`config.mk`:
```
export PLATFORM = sky130hd
export DESIGN_NAME = fetch_assembler
export DESIGN_NICKNAME = d
export VERILOG_FILES = /design/src/rtl/ooo6502_pkg.sv /design/src/rtl/insn_queue.sv /design/src/rtl/fetch_assembler.sv
export SDC_FILE = /design/constraint.sdc
export NUM_CORES = 1
export LEC_CHECK = 0
export ABC_AREA = 1
export BUFFER_PORTS_ARGS = -buffer_cell sky130_fd_sc_hd__buf_4
export CORE_MARGIN = 1.5
export CORE_UTILIZATION = 25
export CTS_CLUSTER_SIZE = 12
export DETAILED_ROUTE_END_ITERATION = 7
export HOLD_SLACK_MARGIN = 0.06
export PLACE_DENSITY_LB_ADDON = 0.1
export SYNTH_ARGS = -nofsm -noshare
export SYNTH_HDL_FRONTEND = slang
export SYNTH_SLANG_ARGS = --single-unit
```
`constraint.sdc`:
```
create_clock -name clk -period 18.5 [get_ports clk]
set_input_delay 0 -clock clk [delete_from_list [all_inputs] [get_ports clk]]
set_output_delay 0 -clock clk [all_outputs]
set_load 0.03 [all_outputs]
```
`src/rtl/ooo6502_pkg.sv`:
```
// Shared 6502 frontend types: fetch FSM states, queued instruction entry, and the
// NMOS opcode length/legality table.
package ooo6502_pkg;

  localparam logic [15:0] RESET_VECTOR_DEFAULT = 16'hFFFC;

  typedef enum logic [2:0] {VEC_LO, VEC_HI, OPCODE, OPND1, OPND2} fetch_state_t;

  typedef struct packed {
    logic [15:0] pc;
    logic [7:0]  opcode;
    logic [15:0] operand;
    logic [1:0]  len;
    logic        illegal;
  } insn_entry_t;

  // Returns {illegal, len}; decoded on the aaabbbcc opcode fields.
  function automatic logic [2:0] opcode_len(input logic [7:0] op);
    logic [2:0] a, b;
    logic       ill;
    logic [1:0] l;
    a   = op[7:5];
    b   = op[4:2];
    ill = 1'b0;
    l   = 2'd1;
    case (op[1:0])
      2'b01: begin
        l   = (b == 3'd3 || b == 3'd6 || b == 3'd7) ? 2'd3 : 2'd2;
        ill = (op == 8'h89);
      end
      2'b10: case (b)
        3'd0:       begin l = 2'd2; ill = (a != 3'd5); end
        3'd1, 3'd5: l = 2'd2;
        3'd2:       l = 2'd1;
        3'd3, 3'd7: begin l = 2'd3; ill = (op == 8'h9E); end
        3'd4:       ill = 1'b1;
        3'd6:       ill = !(a == 3'd4 || a == 3'd5);
      endcase
      2'b00: case (b)
        3'd0: case (a)
          3'd0:       l = 2'd2;
          3'd1:       l = 2'd3;
          3'd2, 3'd3: l = 2'd1;
          3'd4:       ill = 1'b1;
          default:    l = 2'd2;
        endcase
        3'd1:       begin l = 2'd2; ill = (a == 3'd0 || a == 3'd2 || a == 3'd3); end
        3'd2, 3'd6: l = 2'd1;
        3'd3:       begin l = 2'd3; ill = (a == 3'd0); end
        3'd4:       l = 2'd2;
        3'd5:       begin l = 2'd2; ill = !(a == 3'd4 || a == 3'd5); end
        3'd7:       begin l = 2'd3; ill = (a != 3'd5); end
      endcase
      default: ill = 1'b1;
    endcase
    if (ill) l = 2'd1;
    return {ill, l};
  endfunction

endpackage

```
`src/rtl/insn_queue.sv`:
```
// Synchronous FIFO of assembled instructions; flush empties it in one cycle.
module insn_queue import ooo6502_pkg::*; #(
  parameter int DEPTH = 4,
  localparam int AW = $clog2(DEPTH),
  localparam int CW = AW + 1
) (
  input  logic        clk,
  input  logic        rst,
  input  logic        flush,
  input  logic        push,
  input  insn_entry_t push_data,
  input  logic        pop,
  output insn_entry_t head,
  output logic        head_vld,
  output logic [CW-1:0] count
);

  insn_entry_t    mem [DEPTH];
  logic [AW-1:0]  wr_ptr, rd_ptr;

  always_ff @(posedge clk) begin
    if (!rst) begin
      wr_ptr <= '0;
      rd_ptr <= '0;
      count  <= '0;
      for (int i = 0; i < DEPTH; i++) mem[i] <= '0;
    end else if (flush) begin
      wr_ptr <= '0;
      rd_ptr <= '0;
      count  <= '0;
    end else begin
      if (push) begin
        mem[wr_ptr] <= push_data;
        wr_ptr      <= wr_ptr + AW'(1);
      end
      if (pop) rd_ptr <= rd_ptr + AW'(1);
      count <= count + CW'(push) - CW'(pop);
    end
  end

  assign head     = mem[rd_ptr];
  assign head_vld = (count != '0);

endmodule

```
`src/rtl/fetch_assembler.sv`:
```
// 6502 fetch stage: loads the reset vector, fetches bytes one at a time and assembles
// 1-3 byte instructions into insn_queue; redirect restarts fetch at a new PC.
module fetch_assembler import ooo6502_pkg::*; #(
  parameter logic [15:0] RESET_VECTOR = RESET_VECTOR_DEFAULT,
  parameter int          QUEUE_DEPTH  = 4
) (
  input  logic        clk,
  input  logic        rst,
  output logic        fetch_req,
  output logic [15:0] fetch_addr,
  input  logic        bus_gnt,
  input  logic [7:0]  data_in,
  input  logic        redirect,
  input  logic [15:0] redirect_pc,
  output logic        insn_valid,
  input  logic        insn_ready,
  output logic [15:0] insn_pc,
  output logic [7:0]  insn_opcode,
  output logic [15:0] insn_operand,
  output logic [1:0]  insn_len,
  output logic        insn_illegal
);

  localparam int CW = $clog2(QUEUE_DEPTH) + 1;

  fetch_state_t  state, nstate;
  logic [15:0]   pc, op_pc;
  logic [7:0]    opcode, opnd_lo;
  logic [1:0]    len, nlen, dlen;
  logic          illegal, dill, armed, inflight;
  logic          rvld, acc, push, pop, completes, is_vec;
  logic [CW-1:0] count, occ_next;
  insn_entry_t   push_entry, head;

  // Data returns one cycle after an accepted request; inflight marks that cycle.
  assign rvld = inflight;
  assign is_vec = (state == VEC_LO) || (state == VEC_HI);

  always_comb begin
    nstate = state;
    nlen   = len;
    {dill, dlen} = opcode_len(data_in);
    push_entry = '{pc: op_pc, opcode: opcode, operand: 16'h0, len: len, illegal: illegal};
    if (rvld) begin
      case (state)
        VEC_LO: nstate = VEC_HI;
        VEC_HI: nstate = OPCODE;
        OPCODE: begin
          nlen   = dlen;
          nstate = (dlen == 2'd1) ? OPCODE : OPND1;
          push_entry.opcode  = data_in;
          push_entry.len     = dlen;
          push_entry.illegal = dill;
        end
        OPND1: begin
          nstate = (len == 2'd2) ? OPCODE : OPND2;
          push_entry.operand = {8'h00, data_in};
        end
        OPND2: begin
          nstate = OPCODE;
          push_entry.operand = {data_in, opnd_lo};
        end
        default: ;
      endcase
    end
  end

  assign push = rvld && !is_vec && (nstate == OPCODE);
  assign pop  = insn_valid && insn_ready;

  // An opcode fetch may turn out to be 1 byte, so it is treated as completing.
  assign completes = (nstate == OPCODE) || (nstate == OPND2) ||
                     (nstate == OPND1 && nlen == 2'd2);
  assign occ_next  = count + CW'(push) - CW'(pop);

  assign fetch_req = armed && (is_vec ? !inflight
                                      : !(completes && occ_next == CW'(QUEUE_DEPTH)));
  assign acc = fetch_req && bus_gnt;

  always_comb begin
    if (!armed)               fetch_addr = 16'h0000;
    else if (state == VEC_LO) fetch_addr = RESET_VECTOR;
    else if (state == VEC_HI) fetch_addr = RESET_VECTOR + 16'd1;
    else                      fetch_addr = pc;
  end

  always_ff @(posedge clk) begin
    if (!rst) begin
      state    <= VEC_LO;
      pc       <= 16'h0;
      op_pc    <= 16'h0;
      opcode   <= 8'h0;
      opnd_lo  <= 8'h0;
      len      <= 2'd0;
      illegal  <= 1'b0;
      armed    <= 1'b0;
      inflight <= 1'b0;
    end else if (redirect) begin
      state    <= OPCODE;
      pc       <= redirect_pc;
      armed    <= 1'b1;
      inflight <= 1'b0;
    end else begin
      armed    <= 1'b1;
      inflight <= acc;
      state    <= nstate;
      len      <= nlen;
      if (rvld) begin
        case (state)
          VEC_LO: pc[7:0]  <= data_in;
          VEC_HI: pc[15:8] <= data_in;
          OPCODE: begin opcode <= data_in; illegal <= dill; end
          OPND1:  opnd_lo <= data_in;
          default: ;
        endcase
      end
      if (acc && !is_vec) begin
        pc <= pc + 16'd1;
        if (nstate == OPCODE) op_pc <= pc;
      end
    end
  end

  insn_queue #(.DEPTH(QUEUE_DEPTH)) u_queue (
    .clk       (clk),
    .rst       (rst),
    .flush     (redirect),
    .push      (push),
    .push_data (push_entry),
    .pop       (pop),
    .head      (head),
    .head_vld  (insn_valid),
    .count     (count)
  );

  assign insn_pc      = head.pc;
  assign insn_opcode  = head.opcode;
  assign insn_operand = head.operand;
  assign insn_len     = head.len;
  assign insn_illegal = head.illegal;

endmodule

```
Yosys cells after proc, flatten, opt, wreduce, memory -nomap -nowiden
Memories as Yosys holds them, arrays and structs flattened. A register that Yosys moved wholly into a read port is not among the register bits.
Cells that the tools add are included.

storage, ports and cells
  bits in registers = 63
  bits in writable memories = 172
  bits of input ports = 29
  word-level logic and storage cells = 133
  memories kept = 1

memories
  memory       depth  bits a word  read ports  clocked after memory_dff  write ports  RTL line          RTL
  u_queue.mem  4      43           1           1                         4            insn_queue.sv:18  insn_entry_t mem [DEPTH];

cells by class
  add/sub/neg operators = 5
  eq/ne operators = 28
  multiplexer cells = 41
  bitwise logic cells = 2
  reductions and logical operators = 42

operators with widths
  cell                                                                   number
  16-bit two-way mux                                                     6
  43-bit two-way mux                                                     1
  43-bit OR reduction                                                    1
  16-bit one-hot mux with 2 select lines                                 1
  3-bit equality test, second input constant                             9
  27-bit two-way mux                                                     1
  3-bit by 2-bit equality test with 1-bit output, second input constant  8
  8-bit two-way mux                                                      3
  16-bit by 1-bit adder with 16-bit output, second input constant        1
  8-bit equality test, second input constant                             2
  2-bit two-way mux                                                      7
  3-bit one-hot mux with 4 select lines                                  1
  3-bit nonzero test                                                     4
  1-bit two-way mux                                                      11
  3-bit by 1-bit equality test with 1-bit output, second input constant  3
  3-bit zero test                                                        3
  3-bit two-way mux                                                      3
  3-bit AND reduction                                                    3
  3-bit OR reduction                                                     3
  1-bit logical AND                                                      8
  1-bit logical OR                                                       8
  2-bit one-hot mux with 2 select lines                                  2
  2-bit one-hot mux with 4 select lines                                  1
  2-bit OR reduction                                                     4
  14 further kinds                                                       24

Longest topological paths before layout
Gate-level depths: netlist (run 1).

  word-level depth = 23
  depth in mapped cells = 29

By module
From an unflattened synthesis (run 1), not the netlist that was laid out.

unflattened totals
  cells, all modules = 1353
  area, all modules = 12075.3 µm²

by module, submodules not included
  module           instances  cells each  area an instance (µm²)  sequential area each (µm²)
  insn_queue       1          809         8414.3                  5345.1
  fetch_assembler  1          544         3661.0                  1121.1

Least setup slack after synthesis (run 1)
No wires, ideal clock.

  path type = register to register
  start = register state[1]
  end = memory u_queue.mem[3][0] (netlist name), enable pin
  arrival time = 5.713 ns
  slack = 12.224 ns
  cell stages (with the launch flop) = 11
  buffers on the path = 1
  clock period less this slack = 6.276 ns
  cells stage by stage = dfxtp_1 clkbuf_2 nor2_1 nand2_1 nand3_1 nand3_1 inv_1 nand3_2 nor3_4 inv_2 o41ai_1

RTL lines
  element                 RTL line                RTL
  from (decl)             fetch_assembler.sv:26   fetch_state_t state, nstate;
  from (signal assigned)  fetch_assembler.sv:106  state <= nstate;
  to (decl)               insn_queue.sv:18

Worst setup path after layout (run 1)
  start = register inflight
  end = register pc[3]

on the way
  cells in the longest elaborated chain, start to end = 14
  elaborated cells on any way between the ends = 26

RTL lines
  element                                                                            RTL line                                      RTL
  from (decl)                                                                        fetch_assembler.sv:30                         logic illegal, dill, armed, inflight;
  from (signal assigned)                                                             fetch_assembler.sv:97                         inflight <= 1'b0;
  from (signal assigned)                                                             fetch_assembler.sv:102                        inflight <= 1'b0;
  from (signal assigned)                                                             fetch_assembler.sv:105                        inflight <= acc;
  3-bit two-way mux                                                                  fetch_assembler.sv:44                         if (rvld) begin
  3-bit by 2-bit equality test with 1-bit output                                     fetch_assembler.sv:68, fetch_assembler.sv:72
  1-bit logical AND                                                                  fetch_assembler.sv:68                         assign push = rvld && !is_vec && (nstate == OPCODE);
  3-bit by 1-bit adder with 3-bit output                                             fetch_assembler.sv:74                         assign occ_next = count + CW'(push) - CW'(pop);
  3-bit by 1-bit subtractor with 3-bit output                                        fetch_assembler.sv:74
  3-bit equality test                                                                fetch_assembler.sv:77                         : !(completes && occ_next == CW'(QUEUE_DEPTH)));
  1-bit logical AND                                                                  fetch_assembler.sv:77
  1-bit zero test                                                                    fetch_assembler.sv:77
  1-bit two-way mux                                                                  fetch_assembler.sv:76                         assign fetch_req = armed && (is_vec ? !inflight
  1-bit logical AND                                                                  fetch_assembler.sv:76
  1-bit logical AND                                                                  fetch_assembler.sv:78                         assign acc = fetch_req && bus_gnt;
  1-bit logical AND                                                                  fetch_assembler.sv:117                        if (acc && !is_vec) begin
  3-bit nonzero test (no source line) / 16-bit two-way mux (equally long branches)   n/a
  2-bit AND reduction (no source line) / 16-bit two-way mux (equally long branches)  n/a
  to (signal assigned)                                                               fetch_assembler.sv:100                        pc <= redirect_pc;
  to (signal assigned)                                                               fetch_assembler.sv:110                        VEC_LO: pc[7:0] <= data_in;
  to (signal assigned)                                                               fetch_assembler.sv:118                        pc <= pc + 16'd1;
  to (decl)                                                                          fetch_assembler.sv:27                         logic [15:0] pc, op_pc;

Parallel ways exist; a longest one is shown, timed or not.
A chain may end at the register's enable or synchronous reset.

==> results of run 1 <==
metal layers:
layer,part of all wire,vias to the layer above,wire [um]
met5,0,-,0
met4,0.014,0,494
met3,0.032,33,1140
met2,0.45,163,16000
met1,0.50,4316,17500
li1,-,4355,-
placed cells by master, fill, tap and decap left out, types with 2 or more instances in the layout:
cell type / Yosys / final
sky130_fd_sc_hd__nor2_1: 300 / 300
sky130_fd_sc_hd__nor2_2: 31 / 31
sky130_fd_sc_hd__clkinv_1: 1 / 6
sky130_fd_sc_hd__nand3_2: 3 / 3
sky130_fd_sc_hd__dlygate4sd3_1: 0 / 58
sky130_fd_sc_hd__nand3b_1: 2 / 2
sky130_fd_sc_hd__clkbuf_8: 0 / 3
sky130_fd_sc_hd__nand2_2: 4 / 7
sky130_fd_sc_hd__o21ai_0: 161 / 161
sky130_fd_sc_hd__clkbuf_1: 50 / 9
sky130_fd_sc_hd__xor2_1: 6 / 6
sky130_fd_sc_hd__xnor2_1: 8 / 8
sky130_fd_sc_hd__inv_1: 96 / 94
sky130_fd_sc_hd__dfxtp_1: 65 / 64
sky130_fd_sc_hd__nor3_1: 4 / 4
sky130_fd_sc_hd__o32ai_1: 5 / 5
sky130_fd_sc_hd__nand2_1: 102 / 98
sky130_fd_sc_hd__o21ai_1: 3 / 3
sky130_fd_sc_hd__ha_1: 3 / 3
sky130_fd_sc_hd__inv_2: 9 / 10
sky130_fd_sc_hd__or2_2: 16 / 16
sky130_fd_sc_hd__nand4_1: 23 / 23
sky130_fd_sc_hd__nand3_1: 41 / 41
sky130_fd_sc_hd__buf_4: 4 / 99
sky130_fd_sc_hd__clkinv_2: 0 / 6
sky130_fd_sc_hd__a21oi_1: 39 / 39
sky130_fd_sc_hd__clkbuf_16: 0 / 27
sky130_fd_sc_hd__o22ai_1: 43 / 43
sky130_fd_sc_hd__edfxtp_1: 172 / 172
worst max-delay path: cells and delay by family, from the launching register on:
| family | cells | cell delay (ps) |
|---|---|---|
| flip-flops | 1 | 620 |
| XOR/XNOR | 2 | 370 |
| AO/OA/AOI/OAI | 2 | 840 |
| adder cells (fa/ha/maj) | 2 | 610 |
| buffers and inverters | 4 | 1270 |
| AND/OR/NAND/NOR | 9 | 1130 |
through the flow:
step | hold slack (ps) | util | cell area (um2)
global route | 387 | 0.309 | 13600
global placement | 347 | 0.278 | 12200
finish | 373 | 0.309 | 13600
detailed placement | 349 | 0.278 | 12200
CTS | 356 | 0.309 | 13600
floorplan | 27.7 | - | 11100
cells by family (layout without fill, tap and decap cells):
kind of cell / count (synthesis) / after routing / share of synthesized area
compound gates: 256 / 256 / 0.123
xor+xnor: 14 / 14 / 0.0110
fa+ha+maj: 4 / 4 / 0.00517
buf+inv: 180 / 313 / 0.0711
flops: 237 / 237 / 0.581
simple gates: 532 / 532 / 0.208
power by group through the flow:
stage,Sequential [mW],Combinational (mW),Clock (mW)
after floorplan,0.604,0.0589,0
after global placement,0.608,0.0936,0
after detailed placement,0.608,0.0937,0
after CTS,0.597,0.105,0.513
after global routing,0.599,0.113,0.534
final,0.597,0.103,0.499
registers in the layout, indices dropped and copies added (netlist names), named ones only:
signal          count
armed               1
pc                 16
opnd_lo             8
op_pc              16
illegal             1
len                 2
u_queue.mem       172
u_queue.wr_ptr      2
u_queue.rd_ptr      2
inflight            1
u_queue.count       3
opcode              8
state               3
layout make-up:
| cell class | instances | area share |
|---|---|---|
| flip-flops and latches | 237 | 0.475 |
| multi-input cells | 806 | 0.285 |
| repair buffers | 157 | 0.0972 |
| clock buffers | 39 | 0.0551 |
| well taps | 592 | 0.0544 |
| inverters | 106 | 0.0293 |
| clock inverters | 11 | 0.00386 |
worst paths after layout:
kind / startpoint / endpoint / slack [ps]
max reg2reg: inflight / pc[3] / 13580
min reg2reg: u_queue.rd_ptr[1] / u_queue.rd_ptr[1] / 460
max: inflight / pc[3] / 13580
min: redirect_pc[5] / pc[5] / 370
what timing repair did:
action / CTS / global route
endpoints found under the setup margin: 0 / 0
endpoints found under the hold margin: 60 / 0
gates resized for setup: 0 / 0
setup buffers: 0 / 0
hold buffers: 58 / 0
==> metrics.md, run 1 <==
| Metric | Value |
|---|---|
| Fmax | `0.203 GHz` |
| Top flip-flop cell by instance count after synthesis | `sky130_fd_sc_hd__edfxtp_1` |
| Global placement routability congestion | `0.772` |
| Peak fanout along the critical path | `18` |
| Combinational group share of total power | `0.086` |
| H-tree levels | `1` |
| CTS buffer count | `27` |
| Count of maximum capacitance violations | `0` |
| Post-Layout Cell Count | `approximately 1,900` |
| Clock root buffer | `sky130_fd_sc_hd__clkbuf_16` |
| Clock-pin transition on the worst setup and hold timing paths | `around 70 ps` |
| First-pass GRT wire length | `approximately 54,000 um` |
| Switching part of the total power | `0.247` |
| Data required, critical path | `18,990 ps` |
| Met2 layer usage reported by global route | `0.239` |
| Setup WS post-layout | `13,580 ps` |
| Period utilisation layout | `0.266` |
| Synth area leaders | `sky130_fd_sc_hd__edfxtp_1, sky130_fd_sc_hd__dfxtp_1, sky130_fd_sc_hd__nor2_1, sky130_fd_sc_hd__o21ai_0, sky130_fd_sc_hd__nand2_1` |
| Antenna-violating nets left | `0` |
| Category of the critical setup timing path | `flop to flop` |
| Placed instance count | `around 1,800` |
| Number of flip-flops and latches in the synthesized netlist | `between 200 and 250` |
| R2R depth | `19` |
| YS warnings | `0` |
| Area used by sequential logic in the layout | `~6500 um2` |
| Final setup viols | `0` |
| Number of DRC violations after detailed routing | `0` |
| TritonCTS clock tree | `built` |
| Cells on Worst Hold Path | `5` |
| Fraction of power consumed by sequential logic | `0.498` |
| Mean number of vias per cell | `4.55` |
| Maximum number of pins on one net before global-route repair | `88` |
| Horizontal die dimension | `214 um` |
| Endpoint type of the worst setup path | `flop` |
| Clock Skews | `12.6 ps` |
| Via count of the first global-routing pass | `8,695` |
| Source-to-sink clock delay at the later pin of the worst-skew pair | `550 ps` |
| Type of origin of the critical path | `flop` |
| Total Die Area | `45,800 um2` |
| Sequential element share of the synthesized area | `0.581` |
| Final number of hold-violating endpoints | `0` |
| Total core area | `44,000 um2` |
| Number of fillers in the final layout | `4,709` |
| Cell Pwr Density | `just under 90 nW/um2` |
| Post-Synthesis Net Count | `1,256` |
| Global route hottest layer | `met2` |
| Synth Cell Area | `11,100 um2` |
| Count of clock tree sinks | `between 200 and 250` |
| Part of the power in the clock network | `0.416` |
| Cell count after synthesis | `1,223` |
| Cells along the critical path | `nand2_1 > nor2_1 > inv_1 > nand3_1 > inv_1 > nand3_2 > nor3_4 > ha_1 > fa_1 > xnor2_1 > xor2_1 > nor3_1 > a21oi_2 > nand4_1 > nand3_1 > nand2_1 > dlygate4sd3_1 > a21oi_1 > dlygate4sd3_1` |
| Final critical-path required period | `4920 ps` |
| Standby leakage power | `about 5.0 nW` |
| Cell with the biggest individual delay on the critical path | `sky130_fd_sc_hd__a21oi_2` |
| Delay of the slowest cell on the worst path | `700 ps` |
| Fraction of registers with async set/reset | `0` |
| Vert. Die Dim | `214 um` |
| Deepest clock path buffer count | `3` |
| Signed area change from the synthesized netlist to the final layout | `22.5%` |
| # nets final | `1,368` |
| # IOs | `90` |
| Worst endpoint data arrival time | `5410 ps` |
| Type of the worst min-delay path | `primary input to flop` |
| Setup slack at placement | `between 10,000 and 15,000 ps` |
| Final wirelength | `35,200 um` |
| Post-route setup TNS | `0 ps` |
| Top-count cell post-synth | `sky130_fd_sc_hd__nor2_1` |
| Result of the run | `complete, no violations` |
| All-layer global routing usage | `0.151` |
| Share of the synthesized area in the top cell type | `0.464` |
| Vias after detailed routing | `8,867` |
| IO buf count | `89` |
| Pwr Total | `1.20 mW` |
| DRT iter0 DRCs | `557` |
| Cell taking the most area after synthesis | `sky130_fd_sc_hd__edfxtp_1` |
| Initial core utilization | `0.253` |
| Unique masters post-synth | `40` |
| Grt total ovfl | `0` |
| Share of layout cells above drive strength 1 | `0.156` |
| Multi-input combinational cell area | `around 3900 um2` |
| Placement row count | `77` |
| Global Route met3 Usage | `0.0183` |
| HPWL reported at the end of detailed placement | `20,800 um` |
| Length of the first detailed-routing pass in iterations | `5` |
| Number of enable flip-flop cells after synthesis | `172` |
| Net switching power figure | `296 uW` |
| Met1 global-route usage | `0.219` |
| Number of antenna violations at the first check in global routing | `0` |
| Int Power | `~900 uW` |
| Worst-case vdd ir drop | `roughly 56 uV` |
| Remaining max-slew budget at the tightest pin | `0.301` |
| Syn_area_per_cell | `approximately 9.1 um2` |
| Slew @ Worst Pin | `1040 ps` |
| Final number of max-transition violations | `0` |
| Unrepaired setup endpoints after global routing | `false` |
| Wire length per cell after detailed routing | `18.0 um` |
| Post-synth top cells | `sky130_fd_sc_hd__nor2_1, sky130_fd_sc_hd__edfxtp_1, sky130_fd_sc_hd__o21ai_0, sky130_fd_sc_hd__nand2_1, sky130_fd_sc_hd__inv_1` |
| Final antenna diode count | `0` |
Note: power is estimated with default switching activity, not from simulation.
==> run 2: changes to the inputs <==
ABC_AREA = 0   (was 1)
clock period = 4.1 ns   (was 18.5 ns; I/O delays follow)
==> metrics.md, run 2 <==
| Metric | Value |
|---|---|
| Result of the run | `complete, no violations` |
| IO buf count | `89` |
| Most common cell after layout, fill and taps aside | `sky130_fd_sc_hd__edfxtp_1` |
| Clock Skews | `29.5 ps` |
| Final number of max-transition violations | `0` |
| Post-route setup TNS | `0 ps` |
| Type of the worst min-delay path | `primary input to flop` |
| Mean number of vias per cell | `4.61` |
| Total Die Area | `44,800 um2` |
| Number of antenna violations at the first check in global routing | `0` |
| Cell Pwr Density | `403 nW/um2` |
| Final wirelength | `33,800 um` |
| Top-count cell post-synth | `sky130_fd_sc_hd__edfxtp_1` |
| Final setup viols | `0` |
| Part of the power in the clock network | `0.429` |
| Remaining max-slew budget at the tightest pin | `0.236` |
| Initial core utilization | `0.253` |
| Combinational group share of total power | `0.083` |
| Register with the most flip-flops | `u_queue.mem` |
| # nets final | `1,081` |
| Setup WS post-layout | `169 ps` |
| H-tree levels | `1` |
| Cells along the critical path | `dlygate4sd3_1 > buf_4 > buf_4 > buf_4 > inv_1 > o22ai_1 > a32oi_2 > a211oi_2 > ha_2 > fa_1 > or4_4 > a211o_1 > o211ai_1 > a31o_2 > buf_4 > nor2_1 > buf_4` |
| Cells on Worst Hold Path | `4` |
| Clock root buffer | `sky130_fd_sc_hd__clkbuf_16` |
| Fraction of registers with async set/reset | `0` |
| Net switching power figure | `1.33 mW` |
| Setup slack at placement | `-212 ps` |
| Signed area change from the synthesized netlist to the final layout | `25.6%` |
| Grt total ovfl | `0` |
| Synth area leaders | `sky130_fd_sc_hd__edfxtp_1, sky130_fd_sc_hd__dfxtp_1, sky130_fd_sc_hd__mux4_2, sky130_fd_sc_hd__nor2_1, sky130_fd_sc_hd__and2_1` |
| Type of origin of the critical path | `primary input` |
| Cell depth of the worst setup path | `17` |
| Slew @ Worst Pin | `1140 ps` |
| Endpoint type of the worst setup path | `output port` |
| Number of enable flip-flop cells after synthesis | `172` |
| Vias after detailed routing | `7,637` |
| Worst-case vdd ir drop | `286 uV` |
| Cell taking the most area after synthesis | `sky130_fd_sc_hd__edfxtp_1` |
| Biggest regs | `u_queue.mem x172, op_pc x16, pc x16` |
| Post-Synthesis Net Count | `945` |
| Fraction of power consumed by sequential logic | `0.488` |
| Area share of fa/ha/maj cells after synthesis | `0.00529` |
| Cell count after synthesis | `just over 900` |
| Standby leakage power | `4.77 nW` |
| Count of clock tree sinks | `between 200 and 250` |
| Horizontal die dimension | `212 um` |
| Delay of the slowest cell on the worst path | `550 ps` |
| Share of layout cells above drive strength 1 | `0.236` |
| First-pass GRT wire length | `51,100 um` |
| Largest family of logic cells by synthesized area | `simple AND/OR/NAND/NOR gates` |
| Source-to-sink clock delay at the later pin of the worst-skew pair | `560 ps` |
| Fmax | `0.254 GHz` |
| TritonCTS clock tree | `built` |
| Clock-pin transition on the worst setup and hold timing paths | `roughly 60 ps` |
| Final number of hold-violating endpoints | `0` |
| Number of buffer and inverter stages on the critical path | `7` |
| Peak fanout along the critical path | `8` |
| Unrepaired setup endpoints after global routing | `false` |
| Data required, critical path | `4100 ps` |
| Via count of the first global-routing pass | `7,846` |
| R2R depth | `13` |
| Antenna-violating nets left | `0` |
| Synth Area in Compound Gates | `0.0880` |
| Worst endpoint data arrival time | `3930 ps` |
| Global placement routability congestion | `0.777` |
| Most frequent cell on the critical path | `sky130_fd_sc_hd__buf_4` |
| Wire length per cell after detailed routing | `20.4 um` |
| Number of DRC violations after detailed routing | `0` |
| Multiplexer share of the synthesized area | `0.107` |
| YS warnings | `0` |
| All-layer global routing usage | `0.153` |
| Share of the synthesized area in the top cell type | `0.475` |
| Cell class contributing the biggest share of worst-path delay | `buffers and inverters` |
| Final antenna diode count | `0` |
| Post-synth top cells | `sky130_fd_sc_hd__edfxtp_1, sky130_fd_sc_hd__nor2_1, sky130_fd_sc_hd__dfxtp_1, sky130_fd_sc_hd__nand2_1, sky130_fd_sc_hd__and2_1` |
| Sequential element share of the synthesized area | `0.594` |
| Placement row count | `76` |
| Vert. Die Dim | `212 um` |
| Period utilisation layout | `0.959` |
| CTS buffer count | `28` |
| # IOs | `90` |
| Deepest clock path buffer count | `3` |
| DRT iter0 DRCs | `approximately 460` |
| Total core area | `roughly 43,000 um2` |
| Synth Cell Area | `10,900 um2` |
| Post-synthesis share of cell area spent on and, or, nand and nor gates | `0.160` |
| Syn_area_per_cell | `11.9 um2` |
| Final critical-path required period | `3930 ps` |
| Count of maximum capacitance violations | `0` |
| Cell with the biggest individual delay on the critical path | `sky130_fd_sc_hd__or4_4` |
| Top flip-flop cell by instance count after synthesis | `sky130_fd_sc_hd__edfxtp_1` |
| Top library cells by usage in the layout, fill and taps aside | `sky130_fd_sc_hd__edfxtp_1, sky130_fd_sc_hd__nor2_1, sky130_fd_sc_hd__buf_4, sky130_fd_sc_hd__dfxtp_1, sky130_fd_sc_hd__and2_1` |
| Maximum number of pins on one net before global-route repair | `44` |
| Int Power | `4.18 mW` |
| Switching part of the total power | `0.241` |
| Flip-flop count of the largest register after layout | `~170` |
| Number of flip-flops and latches in the synthesized netlist | `237` |
| Category of the critical setup timing path | `primary input to output port` |
| Unique masters post-synth | `62` |
| Length of the first detailed-routing pass in iterations | `5` |
| HPWL reported at the end of detailed placement | `21,500 um` |
| Post-Synth XOR/XNOR Area | `0.0135` |
## run 2: cell types whose count changed after synthesis, moves of 31 or more
cell                      delta
sky130_fd_sc_hd__mux4_2     +43
sky130_fd_sc_hd__and2_1     +51
sky130_fd_sc_hd__o21ai_0   -143
sky130_fd_sc_hd__nor2_1    -139
sky130_fd_sc_hd__inv_1      -83
sky130_fd_sc_hd__nor2_2     -31
sky130_fd_sc_hd__nand2_1    -49
## run 2: metrics by stage
| stage | util | total power [mW] | cell area [um2] | hold WS [ps] | std cells |
|---|---|---|---|---|---|
| after CTS | 0.317 | 5.59 | 13600 | 81.6 | 1650 |
| after global routing | 0.318 | 5.71 | 13700 | 137 | 1655 |
| after detailed placement | 0.289 | 3.17 | 12400 | 268 | 1565 |
| final | 0.318 | 5.51 | 13700 | 120 | 1655 |
| after global placement | 0.289 | 3.17 | 12400 | 258 | 1565 |
| after floorplan | - | 2.96 | 10900 | 27.7 | 912 |
## run 2: timing repair
action                                  CTS  global route
endpoints found under the setup margin   15            33
hold endpoints to repair                 60             0
cloned                                    1             0
pin swaps                                 1             3
resized for setup                         0             8
buffers inserted                          0             5
hold buffers                             32             0
## run 2: worst paths after layout
check                                      start         to  slack, ps
worst min register to register         opcode[4]  opcode[4]        450
worst min-delay path                  data_in[5]      pc[5]        120
worst max register to register  u_queue.count[1]     pc[14]        230
worst max-delay path                  data_in[4]  fetch_req        170
## run 2: worst reg2reg max path, delay by kind of cell (launching register included)
family	cells	cell delay (ps)
and+or+nand+nor	4	1390
adders and majority gates	3	820
DFF	1	330
AOI/OAI and AO/OA	3	800
buffers and inverters	2	200
xor gates and xnor gates	1	230
## run 2: final cells by class
class | count | area, um2
Multi-Input combinational cell | 593 | 4120
Inverter | 14 | 52.6
Clock inverter | 9 | 81.3
Tap cell | 585 | 732
Clock buffer | 43 | 777
Timing Repair Buffer | 174 | 1440
Fill cell | 4446 | 29300
Sequential cell | 237 | 6470
## run 2: cells by family (layout without fill, tap and decap cells)
| family | count (synthesis) | count (layout) |
|---|---|---|
| flip-flops | 237 | 237 |
| AND/OR/NAND/NOR | 364 | 365 |
| XOR/XNOR | 15 | 15 |
| buffers and inverters | 83 | 240 |
| adder cells (fa/ha/maj) | 4 | 4 |
| AO/OA/AOI/OAI | 147 | 147 |
| multiplexers | 62 | 62 |
## run 2: power by group through the flow
stage | registers (mW) | clock network (mW) | logic, mW
5_1_grt | 2.69 | 2.53 | 0.493
3_3_place_gp | 2.74 | 0 | 0.433
6_report | 2.68 | 2.36 | 0.458
2_1_floorplan | 2.71 | 0 | 0.250
3_5_place_dp | 2.74 | 0 | 0.433
4_1_cts | 2.69 | 2.45 | 0.461
## run 2: layer usage
metal,GRT usage,up-vias,routed length [um]
met2,0.244,162,15700
met5,0,-,0
met3,0.0190,32,1370
li1,-,3622,-
met1,0.221,3821,16300
met4,0.0328,0,475
